--- config.mk ---
export PLATFORM = sky130hd
export DESIGN_NAME = mcp3008_sampler_flat
export DESIGN_NICKNAME = d
export VERILOG_FILES = /design/src/rtl/mcp3008_sampler_if.sv /design/src/rtl/mcp3008_sampler.sv /design/src/flat_wrapper.sv
export SDC_FILE = /design/constraint.sdc
export NUM_CORES = 1
export LEC_CHECK = 0
export CAP_MARGIN = 20
export CORE_MARGIN = 1
export CORE_UTILIZATION = 50
export DETAILED_ROUTE_END_ITERATION = 16
export PLACE_DENSITY = 0.79
export SYNTH_ARGS = -nofsm -noshare
export SYNTH_HDL_FRONTEND = slang
export SYNTH_SLANG_ARGS = --single-unit
--- constraint.sdc ---
create_clock -name clk -period 2.8 [get_ports clk]
set_clock_uncertainty 0.1 [all_clocks]
set_input_delay 0.28 -clock clk [delete_from_list [all_inputs] [get_ports clk]]
set_output_delay 0.28 -clock clk [all_outputs]
set_load 0.005 [all_outputs]
--- src/rtl/mcp3008_sampler_if.sv ---
// Bus between the MCP3008 sampler, the SPI controller and the sample consumer.
// Handshakes: spi_axiiv is a single-cycle request that only rises while spi_axiready is
// high; sample_valid holds with stable data/channel until a cycle where sample_ready is high.
interface mcp3008_sampler_if;
    logic        spi_axiiv;
    logic [23:0] spi_axiid;
    logic        spi_axiready;
    logic        spi_axiov;
    logic [23:0] spi_axiod;
    logic        sample_valid;
    logic        sample_ready;
    logic [9:0]  sample_data;
    logic [2:0]  sample_channel;

    modport master (
        output spi_axiiv, spi_axiid, sample_valid, sample_data, sample_channel,
        input  spi_axiready, spi_axiov, spi_axiod, sample_ready
    );

    modport slave (
        input  spi_axiiv, spi_axiid, sample_valid, sample_data, sample_channel,
        output spi_axiready, spi_axiov, spi_axiod, sample_ready
    );
endinterface

--- src/rtl/mcp3008_sampler.sv ---
// Periodic sweep sequencer for an MCP3008: one 24-bit SPI transaction per enabled channel,
// 10-bit result forwarded downstream as {channel, sample} on valid/ready.
module mcp3008_sampler #(
    parameter logic [7:0]  CHANNEL_MASK   = 8'hFF,
    parameter int unsigned SAMPLE_PERIOD  = 100000,
    parameter int unsigned TIMEOUT_CYCLES = 100000
) (
    input  logic                     clk,
    input  logic                     rst_n,
    input  logic                     enable,
    mcp3008_sampler_if.master        bus,
    input  logic                     clear_errors,
    output logic                     overrun,
    output logic                     timeout_err,
    output logic [1:0]               fsm_state
);
    localparam int PW = $clog2(SAMPLE_PERIOD + 1);
    localparam int WW = $clog2(TIMEOUT_CYCLES + 1);
    localparam logic [PW-1:0] PERIOD_LAST = PW'(SAMPLE_PERIOD - 1);
    localparam logic [WW-1:0] WDOG_LAST   = WW'(TIMEOUT_CYCLES - 1);

    typedef enum logic [1:0] {IDLE, ISSUE, AWAIT, PUSH} state_t;

    state_t        state_q, state_d;
    logic [PW-1:0] period_cnt;
    logic [WW-1:0] wdog;
    logic [2:0]    ch_q, ch_d;
    logic [23:0]   cmd_q;
    logic [9:0]    adc_q;
    logic          valid_q;
    logic [9:0]    data_q;
    logic [2:0]    chan_q;
    logic          tick;
    logic          load_cmd, issue, capture, push_load, push_drop, wdog_expire;
    logic [3:0]    first_hit, next_hit;
    logic          unused_upper;

    // {found, channel} of the lowest mask bit at or above 'from'; never wraps past 7.
    function automatic logic [3:0] find_ch(input logic [3:0] from);
        logic [3:0] hit;
        hit = 4'd0;
        for (int i = 7; i >= 0; i--) begin
            if (CHANNEL_MASK[i] && (4'(i) >= from)) hit = {1'b1, 3'(i)};
        end
        return hit;
    endfunction

    function automatic logic [23:0] cmd_word(input logic [2:0] ch);
        return {8'h01, 1'b1, ch, 4'h0, 8'h00};
    endfunction

    assign tick         = (period_cnt == PERIOD_LAST);
    assign first_hit    = find_ch(4'd0);
    assign next_hit     = find_ch({1'b0, ch_q} + 4'd1);
    assign unused_upper = ^bus.spi_axiod[23:10];

    always_comb begin
        state_d     = state_q;
        ch_d        = ch_q;
        load_cmd    = 1'b0;
        issue       = 1'b0;
        capture     = 1'b0;
        push_load   = 1'b0;
        push_drop   = 1'b0;
        wdog_expire = 1'b0;
        case (state_q)
            IDLE: begin
                if (tick && enable && first_hit[3]) begin
                    ch_d     = first_hit[2:0];
                    load_cmd = 1'b1;
                    state_d  = ISSUE;
                end
            end
            ISSUE: begin
                if (bus.spi_axiready) begin
                    issue   = 1'b1;
                    state_d = AWAIT;
                end
            end
            AWAIT: begin
                if (bus.spi_axiov) begin
                    capture = 1'b1;
                    state_d = PUSH;
                end else if (wdog == WDOG_LAST) begin
                    wdog_expire = 1'b1;
                    state_d     = IDLE;
                end
            end
            PUSH: begin
                if (!valid_q || bus.sample_ready) push_load = 1'b1;
                else                              push_drop = 1'b1;
                // A disable only takes effect here, so an in-flight conversion is always delivered.
                if (!enable || !next_hit[3]) begin
                    state_d = IDLE;
                end else begin
                    ch_d     = next_hit[2:0];
                    load_cmd = 1'b1;
                    state_d  = ISSUE;
                end
            end
            default: state_d = IDLE;
        endcase
    end

    always_ff @(posedge clk or negedge rst_n) begin
        if (!rst_n) begin
            state_q     <= IDLE;
            period_cnt  <= '0;
            wdog        <= '0;
            ch_q        <= 3'd0;
            cmd_q       <= 24'h0;
            adc_q       <= 10'h0;
            valid_q     <= 1'b0;
            data_q      <= 10'h0;
            chan_q      <= 3'd0;
            overrun     <= 1'b0;
            timeout_err <= 1'b0;
        end else begin
            state_q <= state_d;
            ch_q    <= ch_d;
            if (tick) period_cnt <= '0;
            else      period_cnt <= period_cnt + 1'b1;
            if (issue)                wdog <= '0;
            else if (state_q == AWAIT) wdog <= wdog + 1'b1;
            if (load_cmd) cmd_q <= cmd_word(ch_d);
            if (capture)  adc_q <= bus.spi_axiod[9:0];
            if (push_load) begin
                valid_q <= 1'b1;
                data_q  <= adc_q;
                chan_q  <= ch_q;
            end else if (valid_q && bus.sample_ready) begin
                valid_q <= 1'b0;
            end
            if (push_drop)         overrun <= 1'b1;
            else if (clear_errors) overrun <= 1'b0;
            if (wdog_expire)       timeout_err <= 1'b1;
            else if (clear_errors) timeout_err <= 1'b0;
        end
    end

    assign bus.spi_axiiv      = issue;
    assign bus.spi_axiid      = cmd_q;
    assign bus.sample_valid   = valid_q;
    assign bus.sample_data    = data_q;
    assign bus.sample_channel = chan_q;
    assign fsm_state          = state_q;
endmodule

--- src/flat_wrapper.sv ---
// flat-port wrapper written by rule: the top's interface ports become plain ports
module mcp3008_sampler_flat 
#(
    parameter logic [7:0]  CHANNEL_MASK   = 8'hFF,
    parameter int unsigned SAMPLE_PERIOD  = 100000,
    parameter int unsigned TIMEOUT_CYCLES = 100000
)
  (clk, rst_n, enable, clear_errors, overrun, timeout_err, fsm_state, bus_spi_axiiv, bus_spi_axiid, bus_sample_valid, bus_sample_data, bus_sample_channel, bus_spi_axiready, bus_spi_axiov, bus_spi_axiod, bus_sample_ready);
  mcp3008_sampler_if bus_i ();
  input  logic clk;
  input  logic rst_n;
  input  logic enable;
  input  logic clear_errors;
  output logic overrun;
  output logic timeout_err;
  output logic [1:0] fsm_state;
  output wire logic [$bits(bus_i.spi_axiiv)-1:0] bus_spi_axiiv;
  output wire logic [$bits(bus_i.spi_axiid)-1:0] bus_spi_axiid;
  output wire logic [$bits(bus_i.sample_valid)-1:0] bus_sample_valid;
  output wire logic [$bits(bus_i.sample_data)-1:0] bus_sample_data;
  output wire logic [$bits(bus_i.sample_channel)-1:0] bus_sample_channel;
  input wire logic [$bits(bus_i.spi_axiready)-1:0] bus_spi_axiready;
  input wire logic [$bits(bus_i.spi_axiov)-1:0] bus_spi_axiov;
  input wire logic [$bits(bus_i.spi_axiod)-1:0] bus_spi_axiod;
  input wire logic [$bits(bus_i.sample_ready)-1:0] bus_sample_ready;
  assign bus_spi_axiiv = bus_i.spi_axiiv;
  assign bus_spi_axiid = bus_i.spi_axiid;
  assign bus_sample_valid = bus_i.sample_valid;
  assign bus_sample_data = bus_i.sample_data;
  assign bus_sample_channel = bus_i.sample_channel;
  assign bus_i.spi_axiready = bus_spi_axiready;
  assign bus_i.spi_axiov = bus_spi_axiov;
  assign bus_i.spi_axiod = bus_spi_axiod;
  assign bus_i.sample_ready = bus_sample_ready;
  mcp3008_sampler #(.CHANNEL_MASK(CHANNEL_MASK), .SAMPLE_PERIOD(SAMPLE_PERIOD), .TIMEOUT_CYCLES(TIMEOUT_CYCLES)) u_core (.clk(clk), .rst_n(rst_n), .enable(enable), .bus(bus_i), .clear_errors(clear_errors), .overrun(overrun), .timeout_err(timeout_err), .fsm_state(fsm_state));
endmodule
==> flow_summary.yaml <==
outcome:
  status: "completed"
drt:
  avgViaCountPerCell: 5.21
  drt-total-wl_um: 5930
  drc: 0
  drt-pass1-iter-count: 4
  ant_nets: 0
  wire_per_inst_um: 13.7
  drt_iter0_drc: 99
  num_vias: 2252
layout:
  layout-drive-gt1-share_pct: 14.6
  postLayoutCellArea_um2: 3950
  antenna_cells: 0
  seq_area_um2: 1730
  multiInputGateArea_um2: 1430
  areaGrowthSynthToFinish_pct: 19.0
  final_cells: 432
  final_nets: 389
  fillers: 519
clock_network:
  cts_inserted_buffers: 9
  cts_resized: 0
  cts_sinks: 69
  clkSlewWorstSetupHoldPaths_ns: 0.07
  clockBufferDepth: 2
  clk_latency_ns: 0.34
  cts_hold_buf: 0
  cts-htree-levels: 3
  clockRootBuffer: "clkbuf_8"
  cts_tree: "built"
  post-cts-setup-buffer-count: 0
sta:
  finalSetupViolations: 0
  period_share_pct: 82.0
  worst_pin_slew_ns: 0.833
  period_needed_ns: 2.30
  setup_tns_ns: 0
  hold_viol_final: 0
  rsz0062_at_grt: "false"
  slew_headroom_pct: 44.5
  drv_slew: 0
  fmax_ghz: 0.435
logic_synthesis:
  synth-seq-cells: 69
  async_flop_share_pct: 100
  synth_cell_types: 44
  netlist_area_um2: 3320
  netlist.area_leader.share_pct: 52.0
  synth_top_area_cell: "dfrtp_1"
  synth_area_leaders: "dfrtp_1 52%, mux2_2 7.8%, buf_4 4.5%, xnor2_1 4.0%, ha_1 3.0%"
  yosysSeqAreaShare_pct: 52.0
  ys.flop_type: "dfrtp_1"
  synth_edf_count: 0
  avgSynthCellArea_um2: 11.0
  syn_inst: 302
  ys.warnings.count: 0
grt:
  use_met2_pct: 32.0
  antenna_found_initial: 0
  grt_overflow: 0
  grt_max_degree: 70
  grt_pass1_wl_um: 10400
  grt_busiest_layer: "met2"
  gr-usage-met3_pct: 6.92
  grt_pass1_vias: 2265
  grt.total_usage_pct: 19.0
  gr-usage-met1_pct: 23.0
placed_design:
  numPortBuffers: 40
  post-place-cells: 416
  dp_hpwl_um: 4160
  place_congestion: 0.774
  postPlaceCellArea_um2: 3730
floorplanning:
  fp.dieW_um: 83.5
  coreArea_um2: 6390
  rows: 29
  start_util_pct: 52.0
  die_area_um2: 6980
  io_pins: 74
  fp.dieH_um: 83.5
critical_path:
  critPathMaxStageDelay_ns: 0.58
  setup.worst_path.start: "u_core.fsm_state[0]$_DFFE_PN0P_"
  r2r-start: "u_core.fsm_state[0]$_DFFE_PN0P_"
  critPathArrivalTime_ns: 2.42
  worst_setup_path_start_kind: "flip-flop"
  crit_type: "flip-flop to flip-flop"
  critPathSlowestCell: "or4_1"
  required_ns: 2.92
  crit_path_end_kind: "flip-flop"
  crit_fanout: 8
  path_cells: "inv_1, ha_1, nand4_1, or4_1, nor3_1, xnor2_1, nor2_1"
power:
  p_leak_nw: 1.73
  power_density_nw_per_um2: 846
  finalPower_mw: 3.35
  ir_drop_v: 0.000799
worst_hold_path:
  hold_path.class: "input port to asynchronous set/reset pin"
flow_run:
  max_cap_viol_count: 0
[state kept, by name, indices dropped and copies added (netlist names)]
name,count
u_core.period_cnt,17
u_core.wdog,17
u_core.adc_q,10
u_core.bus.sample_data,10
u_core.bus.spi_axiid,4
u_core.bus.sample_channel,3
u_core.ch_q,3
u_core.fsm_state,2
u_core.bus.sample_valid,1
u_core.overrun,1
u_core.timeout_err,1
[area by class of cell]
class                      instances  area share, %
multi-input combinational        212           36.1
inverter                          14           1.33
tap                               77           2.44
sequential                        69           43.7
clock buffer                      11           3.58
timing repair buffer              44           10.8
clock inverter                     5           2.12
[critical path: cells and delay by family, from the launching register on]
family / cells / cell delay [ns]
DFF: 1 / 0.44
adders and majority gates: 1 / 0.33
buffers and inverters: 1 / 0.11
xor gates and xnor gates: 1 / 0.15
and+or+nand+nor: 4 / 1.06
[cells in the mapped netlist (6+ instances only)]
cell / number
a21oi_1: 7
buf_4: 20
dfrtp_1: 69
ha_1: 8
inv_1: 14
mux2_2: 23
nand2_1: 19
nand3_1: 13
nand4_1: 11
nor2_1: 24
nor3_1: 6
o21ai_0: 13
xnor2_1: 15
xor2_1: 11
[kinds of logic after synthesis]
kind of cell	Yosys count	synth area share (%)
AO/OA/AOI/OAI	28	4.71
AND/OR/NAND/NOR	105	17.4
XOR/XNOR	26	6.85
buffers and inverters	39	7.12
multiplexers	26	8.89
other	1	0.113
flip-flops	69	52.0
adder cells (fa/ha/maj)	8	3.01
[layout by cell type, fill, tap and decap left out, drive strengths merged, types with 2 or more instances in the layout]
cell / synthesis / layout
a21oi: 7 / 7
a31oi: 2 / 2
and2: 3 / 3
and2b: 2 / 2
and4: 3 / 3
buf: 22 / 5
bufinv: 0 / 2
clkbuf: 3 / 11
clkdlybuf4s50: 0 / 39
clkinvlp: 0 / 2
conb: 1 / 19
dfrtp: 69 / 69
ha: 8 / 8
inv: 14 / 14
mux2: 25 / 25
nand2: 20 / 20
nand2b: 2 / 2
nand3: 14 / 14
nand4: 11 / 11
nor2: 24 / 24
nor2b: 3 / 3
nor3: 7 / 7
o21ai: 14 / 14
o22ai: 3 / 3
or3: 4 / 4
or4: 4 / 4
xnor2: 15 / 15
xor2: 11 / 11
[metal layers]
metal  vias up  share of wire [%]
met1      1099                 44
met2        49                 50
met3         7                4.6
met4         0                1.2
met5         -                  0
li1       1097                  -
[metrics by stage]
| step | setup WS [ns] | hold WS, ns | utilization, % |
|---|---|---|---|
| global route | 0.328 | 0.0854 | 61.9 |
| CTS | 0.487 | 0.0438 | 61.9 |
| global placement | 0.557 | 0.364 | 58.4 |
| floorplan | 0.592 | -0.116 | - |
| detailed placement | 0.534 | 0.375 | 58.4 |
| finish | 0.504 | 0.0163 | 61.9 |
[power by group]
group / internal [mW] / total, mW / switching (mW)
combinational: 0.599 / 1.04 / 0.441
clock: 0.527 / 0.893 / 0.365
sequential: 1.25 / 1.41 / 0.159
[path summary, 6_finish.rpt]
check,slack [ns],end,cells past startpoint
min,0.02,u_core.bus.sample_data[5]$_DFFE_PN0P_,2
min reg2reg,0.38,u_core.bus.sample_channel[2]$_DFFE_PN0P_,2
max reg2reg,0.50,u_core.wdog[16]$_DFFE_PN0P_,7
max in group asynchronous,2.04,u_core.period_cnt[13]$_DFF_PN0_,2
min in group clk,0.38,u_core.bus.sample_channel[2]$_DFFE_PN0P_,2
max,0.50,u_core.wdog[16]$_DFFE_PN0P_,7
Power figures use the tool's default switching activity.
